## src/rtl/timer_irq_ctrl.sv

```systemverilog
// Memory-mapped timer (TH reload, TL counter, TCON control/status) raising a registered IRQ to the CPU.
// Reads are combinational with zero latency; stores take effect on the clock edge. Optional macro: TIMER_ONESHOT_EN.
module timer_irq_ctrl #(
    parameter logic [31:0] BASE_ADDR = 32'h4000_0000,
    parameter int          PRESCALE  = 1
) (
    input  logic        clk,
    input  logic        reset,
    input  logic [31:0] addr,
    input  logic [31:0] wdata,
    input  logic        memread,
    input  logic        memwrite,
    output logic [31:0] rdata,
    output logic        irqout
);

    localparam logic [15:0] PMAX = 16'(PRESCALE - 1);

    logic [31:0] r_th;
    logic [31:0] r_tl;
    logic [15:0] r_pcnt;
    logic        r_ten;
    logic        r_ien;
    logic        r_ist;
    logic        r_osm;

    logic        w_sel;
    logic        w_th_wr;
    logic        w_tl_wr;
    logic        w_tcon_wr;
    logic        w_ten_new;
    logic        w_ien_new;
    logic        w_osm_new;
    logic        w_tick;
    logic        w_ovf;
    logic [31:0] w_tcon_rd;
    logic        w_unused_addr;

    assign w_unused_addr = &{1'b0, addr[1:0]};

    // Offset 0xC (addr[3:2]==3) is left unclaimed for other peripherals.
    assign w_sel     = (addr[31:4] == BASE_ADDR[31:4]) && (addr[3:2] != 2'b11);
    assign w_th_wr   = memwrite && w_sel && (addr[3:2] == 2'd0);
    assign w_tl_wr   = memwrite && w_sel && (addr[3:2] == 2'd1);
    assign w_tcon_wr = memwrite && w_sel && (addr[3:2] == 2'd2);

    assign w_ten_new = w_tcon_wr ? wdata[0] : r_ten;
    assign w_ien_new = w_tcon_wr ? wdata[1] : r_ien;

`ifdef TIMER_ONESHOT_EN
    assign w_osm_new = w_tcon_wr ? wdata[3] : r_osm;

    always_ff @(posedge clk) begin
        if (reset) begin
            r_osm <= 1'b0;
        end else begin
            r_osm <= w_osm_new;
        end
    end
`else
    assign w_osm_new = 1'b0;

    always_ff @(posedge clk) begin
        r_osm <= 1'b0;
    end
`endif

    // Writing TEN=0 stops counting on the same edge; enabling starts on the next one.
    assign w_tick = r_ten && w_ten_new && (r_pcnt == PMAX);
    // A TL store beats the tick, so it also suppresses the overflow.
    assign w_ovf  = w_tick && !w_tl_wr && (r_tl == 32'hFFFF_FFFF);

    assign w_tcon_rd = {28'd0, r_osm, r_ist, r_ien, r_ten};

    always_comb begin
        rdata = 32'h0;
        if (memread && w_sel) begin
            case (addr[3:2])
                2'd0:    rdata = r_th;
                2'd1:    rdata = r_tl;
                2'd2:    rdata = w_tcon_rd;
                default: rdata = 32'h0;
            endcase
        end
    end

    always_ff @(posedge clk) begin
        if (reset) begin
            r_th   <= 32'h0;
            r_tl   <= 32'h0;
            r_pcnt <= 16'h0;
            r_ten  <= 1'b0;
            r_ien  <= 1'b0;
            r_ist  <= 1'b0;
            irqout <= 1'b0;
        end else begin
            if (w_tcon_wr || !r_ten || w_tick) begin
                r_pcnt <= 16'h0;
            end else begin
                r_pcnt <= r_pcnt + 16'd1;
            end

            if (w_th_wr) begin
                r_th <= wdata;
            end

            // Reload uses the pre-store TH even when TH is written this edge.
            if (w_tl_wr) begin
                r_tl <= wdata;
            end else if (w_tick) begin
                r_tl <= w_ovf ? r_th : r_tl + 32'd1;
            end

            r_ten  <= w_ten_new && !(w_ovf && w_osm_new);
            r_ien  <= w_ien_new;
            // An overflow on the same edge as a clearing store keeps the request.
            r_ist  <= (w_tcon_wr ? wdata[2] : r_ist) | (w_ovf & w_ien_new);
            irqout <= r_ien & r_ist;
        end
    end

endmodule

```

## config.mk

```make
export PLATFORM = sky130hd
export DESIGN_NAME = timer_irq_ctrl
export DESIGN_NICKNAME = d
export VERILOG_FILES = /design/src/rtl/timer_irq_ctrl.sv
export SDC_FILE = /design/constraint.sdc
export NUM_CORES = 1
export LEC_CHECK = 0
export BUFFER_PORTS_ARGS = -buffer_cell sky130_fd_sc_hd__buf_4
export CAP_MARGIN = 20
export CORE_MARGIN = 2
export CORE_UTILIZATION = 50
export CTS_BUF_LIST = sky130_fd_sc_hd__clkbuf_8
export CTS_CLUSTER_SIZE = 30
export DETAILED_ROUTE_END_ITERATION = 8
export PLACE_DENSITY = 0.85
export SLEW_MARGIN = 20
export SYNTH_ARGS = -nofsm -noshare
export SYNTH_HDL_FRONTEND = slang
export SYNTH_SLANG_ARGS = --single-unit
```

## constraint.sdc

```tcl
create_clock -name clk -period 3 [get_ports clk]
set_input_delay 0.6 -clock clk [delete_from_list [all_inputs] [get_ports clk]]
set_output_delay 0.6 -clock clk [all_outputs]
set_load 0.1 [all_outputs]
```

# Word-level counts from Yosys, hierarchy flattened
# Index checks and enable logic that the tools add are counted.
[totals]
elab_cells = 43
output_inout_bits = 33
ff_bits = 84
[classes]
bitwise_logic = 3
n_eq_ne = 5
n_reduce_logical = 18
muxes = 8
add_sub_neg = 2
[ops]
columns = ["cell", "count"]
rows = [
  ["$mux W32", 4],
  ["$pmux W32 S3", 1],
  ["$add A32 B1 Y32 const B", 1],
  ["$eq A32 B32 Y1 const B", 1],
  ["$eq A28 B27 Y1 const B", 1],
  ["$add A16 B1 Y16 const B", 1],
  ["$logic_not A16 Y1", 1],
  ["$logic_and A1 B1 Y1", 10],
  ["$mux W1", 3],
  ["$and A1 B1 Y1", 2],
  ["$eq A2 B1 Y1 const B", 1],
  ["$eq A2 B2 Y1 const B", 1],
  ["$logic_not A1 Y1", 2],
  ["$logic_not A2 Y1", 1],
  ["$logic_or A1 B1 Y1", 2],
  ["$ne A2 B2 Y1 const B", 1],
  ["$reduce_bool A2 Y1", 1],
  ["$reduce_or A2 Y1", 1],
  ["$or A1 B1 Y1", 1],
]

# Depth between registers and ports, before layout
# Gate-level depths: netlist of the first run.
[depth]
ltp_word = 12
depth_mapped = 10
depth_no_buf = 8

# Worst setup path after synthesis of the first run
# Ideal clock, no wire load.
[synth_path]
path_type = "input to output"
start = "in addr[26]"
end = "out rdata[21]"
n_path_buf = 2
arrival_time_ps = 3114
setup_slack_ps = -714
stages = 7
required_ps = 2400
path_cell_list = "nor4_4 nand4_4 nor2_1 nand3_1 clkbuf_1 buf_1 nor2_1"
[synth_via]
elab_chain_cells = 4
[synth_lines]
columns = ["item", "line", "rtl"]
rows = [
  ["from (decl)", "9", "input logic [31:0] addr,"],
  ["$eq A28 B27 Y1", "42", "assign w_sel = (addr[31:4] == BASE_ADDR[31:4]) && (addr[3:2] != 2'b11);"],
  ["$logic_and A1 B1 Y1", "42", ""],
  ["$logic_and A1 B1 Y1", "77", "if (memread && w_sel) begin"],
  ["$mux W32", "77", ""],
  ["to (decl)", "13", "output logic [31:0] rdata,"],
]
# Every way passes these cells.

# Worst setup path in the final report of the first run
[layout_path]
start = "in addr[6]"
end = "out rdata[17]"
# The elaborated chain is that of the path after synthesis.

==> results of run 1 <==
==> per-stage QoR <==
stage / TNS, ps / total power (uW) / worst slack, ps
final: 0 / 2110 / 146
after CTS: 0 / 2100 / 128
after global placement: 0 / 1290 / 165
after floorplan: -3710 / 1200 / -287
after global routing: 0 / 2160 / 77.7
after detailed placement: 0 / 1290 / 134
==> worst paths after layout <==
kind / start / to / depth (start not counted)
min reg2reg: r_ist / irqout / 2
max: addr[6] / rdata[17] / 8
max reg2reg: r_tl[0] / r_tl[16] / 7
min: wdata[8] / r_tl[8] / 2
==> Yosys cell counts (all sizes together) (5+ instances only) <==
| library cell | number | area (sq um) |
|---|---|---|
| a211oi | 8 | 90.1 |
| xor2 | 6 | 52.6 |
| nand2 | 102 | 383 |
| a41oi | 5 | 43.8 |
| nor2 | 74 | 278 |
| and2 | 5 | 31.3 |
| a21oi | 68 | 340 |
| buf | 21 | 123 |
| mux2i | 38 | 380 |
| and4 | 7 | 61.3 |
| o2bb2ai | 13 | 114 |
| xnor2 | 7 | 61.3 |
| nand4 | 15 | 121 |
| nor4 | 12 | 195 |
| dfxtp | 84 | 1680 |
| or3 | 6 | 37.5 |
| nand3 | 25 | 130 |
| nor3 | 14 | 85.1 |
| a31oi | 8 | 50.1 |
| inv | 10 | 37.5 |
| clkbuf | 20 | 75.1 |
| o21ai | 14 | 70.1 |
| and3 | 11 | 68.8 |
==> layout by cell type (no fill, tap or decap), types with 4 or more instances in the layout <==
cell type | synthesis | layout
a22o_1 | 4 | 4
and4_1 | 7 | 7
nor2_4 | 0 | 24
mux2i_1 | 38 | 38
a41oi_1 | 5 | 5
nand4_1 | 12 | 12
nor3_2 | 3 | 4
a211oi_2 | 6 | 6
and2_1 | 4 | 4
a311o_1 | 4 | 4
clkbuf_8 | 0 | 11
xor2_1 | 6 | 6
o21ai_0 | 13 | 13
and3_1 | 11 | 11
nor4_1 | 4 | 4
buf_12 | 0 | 4
nor3_1 | 11 | 10
o2bb2ai_1 | 13 | 13
a31oi_1 | 8 | 8
buf_4 | 3 | 110
a21o_1 | 4 | 4
nor4_4 | 8 | 8
xnor2_1 | 7 | 7
inv_1 | 10 | 11
nor2_1 | 74 | 45
nand3_1 | 24 | 23
nand2_1 | 102 | 102
dfxtp_1 | 84 | 84
or3_1 | 6 | 6
a21oi_1 | 68 | 68
nor2_2 | 0 | 5
==> sequential cells by signal, summed over array words and instances, names as in the netlist <==
name / cells
r_ist: 1
r_tl: 32
r_ien: 1
irqout: 1
r_th: 32
r_pcnt: 16
r_ten: 1
==> worst max-delay path, cell delays in order <==
cell and delay, ps:
buf_4 120, nor4_4 330, nand4_1 160, nor2_1 280
nand3_4 140, buf_12 190, nor2_2 130, buf_4 290
==> power breakdown <==
| part | internal [uW] | total (uW) | switching [uW] |
|---|---|---|---|
| combinational | 75.0 | 149 | 74.4 |
| sequential | 1110 | 1120 | 2.52 |
| clock | 425 | 839 | 414 |
| total | 1610 | 2110 | 491 |
==> routing by layer <==
| layer | wire [microns] | share of wire (%) |
|---|---|---|
| met5 | 0 | 0 |
| met1 | 5890 | 41 |
| met4 | 236 | 1.6 |
| met2 | 7070 | 49 |
| met3 | 1230 | 8.5 |
==> logic make-up after synthesis <==
group | synth area share [%]
and+or+nand+nor | 30.1
DFF | 33.6
xor gates and xnor gates | 2.28
muxes | 7.60
AOI/OAI and AO/OA | 21.0
buffers and inverters | 4.70
adders and majority gates | 0.750
==> final cells by class <==
cell class / count / area, sq um / share of cell area [%]
clock inverters: 5 / 51.3 / 0.815
flip-flops and latches: 84 / 1680 / 26.7
inverters: 10 / 37.5 / 0.597
multi-input cells: 493 / 3300 / 52.4
clock buffers: 11 / 151 / 2.41
repair buffers: 114 / 906 / 14.4
well taps: 133 / 166 / 2.64
==> metrics.log, run 1 <==
INFO  metric status = completed
INFO  metric postLayoutCoreUtil = between 60% and 70%
INFO  metric worst-setup-path-type = in2out
INFO  metric placement.io_buffers = 98
INFO  metric netlist-cell-type-count = 61
INFO  metric totalWireLength = 14.4 mm
INFO  metric die_width = 104 microns
INFO  metric detail-route-antenna-nets = 0
INFO  metric initial_utilization = 51.4%
INFO  metric placement.cell_area = just over 6000 sq um
INFO  metric use_met1 = 34.0%
INFO  metric number_of_diodes_added_for_antenna_fixing = 0
INFO  metric maxCapViolations = 0
INFO  metric clock_sinks = 84
INFO  metric synth_async_sr_flop_share = 0%
INFO  metric design.die.area = 10800 sq um
INFO  metric finalCriticalPeriod = 2850 ps
INFO  metric h_tree_depth = 3
INFO  metric layout-drive-gt1-share = 25.7%
INFO  metric die_height = between 100 and 150 microns
INFO  metric gr-usage-met2 = 44.9%
INFO  metric first_pass_grt_wire_length = roughly 24 mm
INFO  metric fin_worst_hold_slack = 443 ps
INFO  metric detail_route.first_pass.iterations = 6
INFO  metric path_max_fanout = 14
INFO  metric synth-main-ff-cell = dfxtp_1
INFO  metric vias_per_inst = 6.05
INFO  metric final_cell_count_no_fill = 850
INFO  metric max_freq = 350 MHz
INFO  metric drt_iter0_drc = 400
INFO  metric top_level_ports = 101
INFO  metric dr_total_vias = 5142
INFO  metric synth_area = 5000 sq um
INFO  metric crit_path_end_kind = output pin
INFO  metric timing_worst_slew_pin_value = 724 ps
INFO  metric route.detailed.wl_per_inst = ~17 microns
INFO  metric drv_slew = 0
INFO  metric cts.repair_timing.setup_buffer_count = 0
INFO  metric grt.busiest_layer = met2
INFO  metric timing.max_slew.rel_slack = approximately half
INFO  metric rows = 36
INFO  metric worst-endpoint-required = 2400 ps
INFO  metric placed_cell_count = 834
INFO  metric postSynthNetCount = 699
INFO  metric clock_tree_from_tritoncts = done
INFO  metric globalRoute.totalOverflow = 0
INFO  metric final_min_period_over_clock_period = 95.1%
INFO  metric clock_insertion_delay_worst_skew = about 360 ps
INFO  metric gp_routability_congestion = 0.915
INFO  metric cp_data_arrival_time = 2250 ps
INFO  metric synth.yosys.seq_area_share = about a third
INFO  metric grt_max_degree = 64
INFO  metric rsz0062_at_grt = no
INFO  metric final-setup-viol-count = 0
INFO  metric ctsRootBufferMaster = clkbuf_8
INFO  metric remaining_drc_errors = 0
INFO  metric antenna_found_initial = 0
INFO  metric number_of_enable_flip_flop_cells_after_synthesis = 0
INFO  metric yosysWarnings = 0
INFO  metric grt.met3_usage = 4.45%
INFO  metric report.final.hold_viol_count = 0
INFO  metric power.ir.vdd_worst = 251 uV
INFO  metric worst_clk_skew = 14.6 ps
INFO  metric synthToLayoutAreaGrowth = 25.7%
INFO  metric ctsHoldBuffers = 0
INFO  metric path_clk_slew = 90 ps
INFO  metric syn_avg_cell_area = 7.97 sq um
INFO  metric power.static_leakage = 0.00217 uW
INFO  metric fin_nets = 783
INFO  metric grtUsageTotal = roughly a quarter
INFO  metric vias_in_the_first_global_route = about 5000
INFO  metric cts_buffer_count = 9
INFO  metric core-area = 9730 sq um
INFO  metric post-dp-hpwl = 10.1 mm
INFO  metric cts_resized = 0
INFO  metric synth.ff_latch_count = 84
INFO  metric power.density = roughly 330 nW/um^2
INFO  metric fillCellCount = 815
INFO  metric postSynthCellCount = 628
INFO  metric timing.hold.worst.class = in2reg
INFO  metric ctsLongestPathBuffers = 2
INFO  metric startpoint_type = input pin
INFO  metric stdcell_area = 6290 sq um
INFO  metric r2r_slack = around 340 ps
Power figures use the tool's default switching activity.
==> run 2: changes to the inputs <==
--- a/config.mk
+++ b/config.mk
@@ -5,6 +5,7 @@
 export SDC_FILE = /design/constraint.sdc
 export NUM_CORES = 1
 export LEC_CHECK = 0
+export ABC_AREA = 1
 export BUFFER_PORTS_ARGS = -buffer_cell sky130_fd_sc_hd__buf_4
 export CAP_MARGIN = 20
 export CORE_MARGIN = 2
@@ -12,7 +13,7 @@
 export CTS_BUF_LIST = sky130_fd_sc_hd__clkbuf_8
 export CTS_CLUSTER_SIZE = 30
 export DETAILED_ROUTE_END_ITERATION = 8
-export PLACE_DENSITY = 0.85
+export PLACE_DENSITY = 0.84
 export SLEW_MARGIN = 20
 export SYNTH_ARGS = -nofsm -noshare
 export SYNTH_HDL_FRONTEND = slang
==> run 2 against run 1 <==
Critical path depth increased by 2. Via count increased by 7.4%. Sequential share of layout area decreased by 0.074 points. Power decreased by 0.77%. Critical path type unchanged. Critical endpoint is now rdata[31].
==> metrics.log, run 2 <==
INFO  metric synthMostInstantiatedCell = nand2_1
INFO  metric cell_breakdown_of_the_critical_path = buf_4 > nor2_1 > nand2_1 > nor2_1 > nand2_1 > nor2_2 > nand2_1 > buf_12 > a21oi_1 > buf_4
INFO  metric totalWireLength = 14.1 mm (-2.5%)
INFO  metric clock_tree_from_tritoncts = done
INFO  metric placement.io_buffers = 98 (unchanged)
INFO  metric rsz0062_at_grt = no
INFO  metric die_width = 107 microns (+2.4%)
INFO  metric final_cell_count_no_fill = 1057 (+24%)
INFO  metric timing_worst_slew_pin_value = 848 ps (+125 ps)
INFO  metric ctsHoldBuffers = 0 (unchanged)
INFO  metric layout-drive-gt1-share = 16.9% (-8.7 points)
INFO  metric netSwitchingPower = 487 uW (-0.77%)
INFO  metric yosysWarnings = 0 (unchanged)
INFO  metric drv_slew = 0 (unchanged)
INFO  metric vias_in_the_first_global_route = 5042 (+3.0%)
INFO  metric worst_path_dominant_cell_family = simple AND/OR/NAND/NOR gates
INFO  metric p_comb_share = 6.0% (-1.1 points)
INFO  metric fillCellCount = 980 (+20%)
INFO  metric vias_per_inst = 5.23 (-14%)
INFO  metric reg.largest.list = r_th (32), r_tl (32), r_pcnt (16)
INFO  metric report.final.hold_viol_count = 0 (unchanged)
INFO  metric drt_iter0_drc = 322 (-20%)
INFO  metric synth_async_sr_flop_share = 0% (unchanged)
INFO  metric first_pass_grt_wire_length = 23.5 mm (-1.4%)
INFO  metric rows = 37 (+2.8%)
INFO  metric critical_path.reg2reg.startpoint = r_tl[0]
INFO  metric critPathMaxStageDelay = 340 ps (about the same)
INFO  metric number_of_diodes_added_for_antenna_fixing = 0 (unchanged)
INFO  metric syn_avg_cell_area = 6.30 sq um (-21%)
INFO  metric cp-startpoint = addr[15]
INFO  metric final_min_period_over_clock_period = 93.2% (-2.0 points)
INFO  metric cell_internal_pwr = 1600 uW (-0.77%)
INFO  metric worst_clk_skew = 13.9 ps (-0.672 ps)
INFO  metric route.detailed.wl_per_inst = 13.3 microns (-22%)
INFO  metric grt_max_degree = 65 (+1.6%)
INFO  metric power.static_leakage = 0.00245 uW (+13%)
INFO  metric crit_path_end_kind = output pin
INFO  metric fin_total_pwr = 2090 uW (-0.77%)
INFO  metric netlist-cell-type-count = 34 (-44%)
INFO  metric antenna_found_initial = 0 (unchanged)
INFO  metric max_freq = 358 MHz (+2.1%)
INFO  metric status = completed
INFO  metric switching_power_as_a_share_of_total_power = 23.3% (about the same)
INFO  metric fin_worst_hold_slack = 464 ps (+21.6 ps)
INFO  metric synth-main-ff-cell = dfxtp_1
INFO  metric synth.ff_latch_count = 84 (unchanged)
INFO  metric synth.yosys.seq_area_share = 32.0% (-1.6 points)
INFO  metric power.density = 331 nW/um^2 (-1.0%)
INFO  metric synth_area = 5260 sq um (+5.1%)
INFO  metric top_cells_by_area_synth = dfxtp_1, nand2_1, inv_1, nor2_1, a21oi_1
INFO  metric dr_total_vias = 5523 (+7.4%)
INFO  metric min_from = r_ist
INFO  metric detail-route-antenna-nets = 0 (unchanged)
INFO  metric final-setup-viol-count = 0 (unchanged)
INFO  metric mostFrequentLayoutCells = nand2_1, inv_1, buf_4
INFO  metric yosys.area.top_type_share = 32.0% (-1.6 points)
INFO  metric detailedPlace.worstSlack = 241 ps (+108 ps)
INFO  metric h_tree_depth = 3 (unchanged)
INFO  metric critPathMostFrequentCell = nand2_1
INFO  metric cts.repair_timing.setup_buffer_count = 0 (unchanged)
INFO  metric placed_cell_count = 1041 (+25%)
INFO  metric setup_slack = 205 ps (+59.3 ps)
INFO  metric finalCriticalPeriod = 2800 ps (-59.3 ps)
INFO  metric postSynthCellCount = 835 (+33%)
INFO  metric fin_nets = 987 (+26%)
INFO  metric ctsLongestPathBuffers = 2 (unchanged)
INFO  metric synth_largest_area_cell = dfxtp_1
INFO  metric ff_latch_area = 1680 sq um (unchanged)
INFO  metric seq_power_share = 53.3% (+0.2 points)
INFO  metric cp_data_arrival_time = 2200 ps (-50 ps)
INFO  metric cts_buffer_count = 9 (unchanged)
INFO  metric detail_route.first_pass.iterations = 4 (-2)
INFO  metric post-dp-hpwl = 9.74 mm (-3.9%)
INFO  metric gp_routability_congestion = 0.904 (-1.2%)
INFO  metric critical_path.slowest_cell = buf_4
INFO  metric critPathBufInv = 3 (unchanged)
INFO  metric multiInputGateArea = 2970 sq um (-10%)
INFO  metric power.share.clock = 40.7% (+0.9 points)
INFO  metric postSynthNetCount = 906 (+30%)
INFO  metric die_height = 107 microns (+2.4%)
INFO  metric initial_utilization = 51.2% (-0.24 points)
INFO  metric path_max_fanout = 32 (+18)
INFO  metric synth_commonest_cells = nand2_1, inv_1, nor2_1, dfxtp_1, a21oi_1
INFO  metric timing.hold.worst.class = reg2reg
INFO  metric cts_resized = 0 (unchanged)
INFO  metric timing.max_slew.rel_slack = 42.9% (-8.8 points)
INFO  metric worst-endpoint-required = 2400 ps (about the same)
INFO  metric startpoint_type = input pin
INFO  metric design.die.area = 11400 sq um (+5.0%)
INFO  metric remaining_drc_errors = 0 (unchanged)
INFO  metric globalRoute.totalOverflow = 0 (unchanged)
INFO  metric core-area = 10300 sq um (+5.6%)
INFO  metric layout_commonest_cell = nand2_1
INFO  metric path_clk_slew = 90 ps (about the same)
INFO  metric clock_insertion_delay_worst_skew = 370 ps (about the same)
INFO  metric top_level_ports = 101 (unchanged)
INFO  metric power.ir.vdd_worst = 177 uV (-29%)
INFO  metric synthToLayoutAreaGrowth = 19.9%
INFO  metric worst-setup-path-type = in2out
INFO  metric ctsRootBufferMaster = clkbuf_8
INFO  metric grtUsageTotal = 25.5% (-1.0 points)
INFO  metric number_of_enable_flip_flop_cells_after_synthesis = 0 (unchanged)
INFO  metric clock_sinks = 84 (unchanged)
INFO  metric maxCapViolations = 0 (unchanged)
==> run 2: changes by cell type after synthesis, moves of 7 or more <==
cell,before,now
nand2_1,102,218
mux2i_1,38,0
o2bb2ai_1,13,0
nor2_1,74,107
a21oi_1,68,61
a211oi_1,2,32
o21ai_1,1,10
and3_1,11,0
xor2_1,6,18
inv_1,10,108
and4_1,7,0
nor4_4,8,0
nand3_1,24,55
==> run 2: logic make-up (layout without fill, tap and decap cells) <==
family          count (synthesis)  count (layout)  share of synthesized area [%]
xor+xnor                       26              26                           4.33
buf+inv                       156             242                           12.0
fa+ha+maj                       3               3                          0.713
flops                          84              84                           32.0
compound gates                130             130                           14.4
simple gates                  436             436                           36.6
==> run 2: worst paths after layout <==
check,endpoint,cells after the start,slack [ps]
max,rdata[31],10,200
min reg2reg,irqout,2,460
min,irqout,2,460
max reg2reg,r_tl[12],13,430
==> run 2: per-layer routing <==
| layer | track usage [%] | up-vias | wire length (microns) |
|---|---|---|---|
| li1 | - | 2833 | - |
| met1 | 33.9 | 2449 | 6310 |
| met2 | 40.7 | 211 | 6190 |
| met3 | 4.62 | 30 | 1150 |
| met4 | 10.8 | 0 | 414 |
| met5 | 0 | - | 0 |
==> run 2: area by class of cell <==
type,count,area share [%]
flip-flops and latches,84,26.7
clock inverters,5,0.813
clock buffers,11,2.40
multi-input cells,595,47.0
inverters,115,6.84
well taps,136,2.70
repair buffers,111,13.6
==> run 2: per-stage QoR <==
step / instance area, sq um / setup TNS [ps] / utilization (%)
3_3_place_gp: 6110 / 0 / 59.4
6_report: 6310 / 0 / 61.4
4_1_cts: 6310 / 0 / 61.4
5_1_grt: 6310 / 0 / 61.4
2_1_floorplan: 5270 / -13660 / -
3_5_place_dp: 6110 / 0 / 59.4
==> run 2: power groups by stage <==
stage,combinational (uW),sequential (uW),clock [uW]
floorplan,32.8,1140,0
global placement,123,1140,0
detailed placement,123,1140,0
CTS,124,1110,857
global route,133,1110,897
finish,125,1110,851
==> run 2: worst register-to-register path: stages (launching register included) <==
cell	delay (ps)
dfxtp_1	440
ha_1	240
nand2_2	90
nor2_4	170
nand3_4	120
nor2_4	110
nand4_4	120
nor2_4	190
nand3_4	290
nor2_4	330
inv_2	140
nor2_1	110
nor2_1	50
nor2_1	90
==> run 3: changes to the inputs <==
--- a/config.mk
+++ b/config.mk
@@ -9,11 +9,11 @@
 export BUFFER_PORTS_ARGS = -buffer_cell sky130_fd_sc_hd__buf_4
 export CAP_MARGIN = 20
 export CORE_MARGIN = 2
-export CORE_UTILIZATION = 50
+export CORE_UTILIZATION = 30
 export CTS_BUF_LIST = sky130_fd_sc_hd__clkbuf_8
 export CTS_CLUSTER_SIZE = 30
 export DETAILED_ROUTE_END_ITERATION = 8
-export PLACE_DENSITY = 0.84
+export PLACE_DENSITY = 0.6
 export SLEW_MARGIN = 20
 export SYNTH_ARGS = -nofsm -noshare
 export SYNTH_HDL_FRONTEND = slang
==> run 3 against run 2 <==
Via count shrank 2.5%. Combinational power is essentially flat. Fmax grew 2.5%. Sequential power is essentially flat. Routed wire length grew 9.7%. Global-route usage shrank 8.3 points. Register-to-register slack gained 40 ps. Largest cell class unchanged. Highest routed layer unchanged.
==> metrics.log, run 3 (synthesized netlist as in run 2, its figures left out) <==
INFO  metric power.ir.vdd_worst = 204 uV (+15%)
INFO  metric globalRoute.totalOverflow = 0 (unchanged)
INFO  metric cp_data_arrival_time = 2130 ps (-70 ps)
INFO  metric met1_length = 7.77 mm (+23%)
INFO  metric rsz0062_at_grt = no
INFO  metric first_pass_grt_wire_length = 25.3 mm (+7.6%)
INFO  metric final_cell_count_no_fill = 1153 (+9.1%)
INFO  metric reg.largest.list = r_th (32), r_tl (32), r_pcnt (16)
INFO  metric crit_path_end_kind = output pin
INFO  metric post-dp-hpwl = 10.9 mm (+12%)
INFO  metric max_freq = 367 MHz (+2.5%)
INFO  metric dr_total_vias = 5386 (-2.5%)
INFO  metric layout-drive-gt1-share = 17.7% (+0.73 points)
INFO  metric cts_resized = 0 (unchanged)
INFO  metric remaining_drc_errors = 0 (unchanged)
INFO  metric synthToLayoutAreaGrowth = 24.4%
INFO  metric finalCriticalPeriod = 2730 ps (-69.3 ps)
INFO  metric initial_utilization = 30.5% (-21 points)
INFO  metric placement.io_buffers = 98 (unchanged)
INFO  metric report.final.hold_viol_count = 0 (unchanged)
INFO  metric core-area = 17200 sq um (+68%)
INFO  metric h_tree_depth = 3 (unchanged)
INFO  metric ctsLongestPathBuffers = 2 (unchanged)
INFO  metric path_clk_slew = 90 ps (about the same)
INFO  metric worst-setup-path-type = in2out
INFO  metric route.detailed.wl_per_inst = 13.4 microns (+0.55%)
INFO  metric ctsHoldBuffers = 0 (unchanged)
INFO  metric vias_in_the_first_global_route = 5013 (-0.58%)
INFO  metric final-setup-viol-count = 0 (unchanged)
INFO  metric antenna_found_initial = 0 (unchanged)
INFO  metric drt_iter0_drc = 356 (+11%)
INFO  metric path_max_fanout = 32 (unchanged)
INFO  metric number_of_diodes_added_for_antenna_fixing = 0 (unchanged)
INFO  metric worst_clk_skew = 7.91 ps (-5.99 ps)
INFO  metric met2RoutedLength = 6.60 mm (+6.7%)
INFO  metric power.static_leakage = 0.00251 uW (+2.6%)
INFO  metric vias_per_inst = 4.67 (-11%)
INFO  metric clock_tree_from_tritoncts = done
INFO  metric grt_max_degree = 61 (-6.2%)
INFO  metric worst-endpoint-required = 2400 ps (about the same)
INFO  metric mostFrequentLayoutCells = nand2_1, buf_4, inv_1
INFO  metric placed_cell_count = 1137 (+9.2%)
INFO  metric timing.max_slew.rel_slack = 54.0% (+11 points)
INFO  metric clock_sinks = 84 (unchanged)
INFO  metric power.density = 356 nW/um^2 (+7.5%)
INFO  metric rows = 48 (+30%)
INFO  metric grtUsageTotal = 17.2% (-8.3 points)
INFO  metric totalWireLength = 15.4 mm (+9.7%)
INFO  metric drv_slew = 0 (unchanged)
INFO  metric die_height = 136 microns (+28%)
INFO  metric timing_worst_slew_pin_value = 691 ps (-158 ps)
INFO  metric fin_worst_hold_slack = 474 ps (+9.11 ps)
INFO  metric timing.hold.worst.class = reg2reg
INFO  metric startpoint_type = input pin
INFO  metric fin_nets = 994 (+0.71%)
INFO  metric design.die.area = 18600 sq um (+64%)
INFO  metric detail_route.first_pass.iterations = 5 (+1)
INFO  metric final_min_period_over_clock_period = 90.9% (-2.3 points)
INFO  metric top_level_ports = 101 (unchanged)
INFO  metric detailedPlace.worstSlack = 254 ps (+12.8 ps)
INFO  metric cts.repair_timing.setup_buffer_count = 0 (unchanged)
INFO  metric status = completed
INFO  metric met3RoutedLength = 786 microns (-32%)
INFO  metric maxCapViolations = 0 (unchanged)
INFO  metric layout_commonest_cell = nand2_1
INFO  metric ctsRootBufferMaster = clkbuf_8
INFO  metric highest_layer = met4
INFO  metric cts_buffer_count = 9 (unchanged)
INFO  metric detail-route-antenna-nets = 0 (unchanged)
INFO  metric fin_total_pwr = 2330 uW (+12%)
INFO  metric die_width = 136 microns (+28%)
INFO  metric setup_slack = 274 ps (+69.3 ps)
INFO  metric gp_routability_congestion = 0.867 (-4.1%)
INFO  metric clock_insertion_delay_worst_skew = 380 ps (about the same)
==> run 3: cell count changes in the layout (fill, tap and decap cells not counted), sizes merged <==
cell      delta
clkinvlp     -1
clkinv       +1
buf          +7
inv          -1
clkbuf       -2
bufinv       +3
==> run 3: per-layer routing <==
| metal | track usage (%) | vias up |
|---|---|---|
| met5 | 0 | - |
| met4 | 6.31 | 0 |
| met3 | 2.50 | 16 |
| met2 | 26.0 | 129 |
| met1 | 24.7 | 2389 |
| li1 | - | 2852 |
==> run 3: path summary, 6_finish.rpt <==
path                 start         to  slack, ps  cells after the start
setup reg to reg   r_tl[0]   r_tl[20]        470                     13
hold / removal       r_ist     irqout        470                      2
hold reg to reg      r_ist     irqout        470                      2
setup / recovery  addr[15]  rdata[31]        270                     10
==> run 3: layout make-up <==
cell class                 instances  area, sq um
timing repair buffer             118          923
tap                              225          282
clock inverter                     7          139
inverter                         115          432
fill                            1873        10700
sequential                        84         1680
multi-input combinational        595         2970
clock buffer                       9          124
==> run 3: report_power, final <==
group,total [uW],internal (uW),switching (uW)
clock,1090,636,453
combinational,128,65.0,63.4
sequential,1110,1110,0.000000677
==> run 3: metrics by stage <==
step / setup TNS (ps) / util [%] / instance area [sq um]
finish: 0 / 38.0 / 6550
global route: 0 / 38.0 / 6550
CTS: 0 / 38.0 / 6550
detailed placement: 0 / 36.5 / 6280
global placement: 0 / 36.5 / 6280
floorplan: -13660 / - / 5270
==> run 3: worst max-delay path: stages <==
cell and delay (ps):
buf_4 100, nor2_1 90, nand2_1 60, nor2_1 180, nand2_1 90, nor2_2 130, nand2_1 100, buf_12 180
a21oi_1 240, buf_4 350
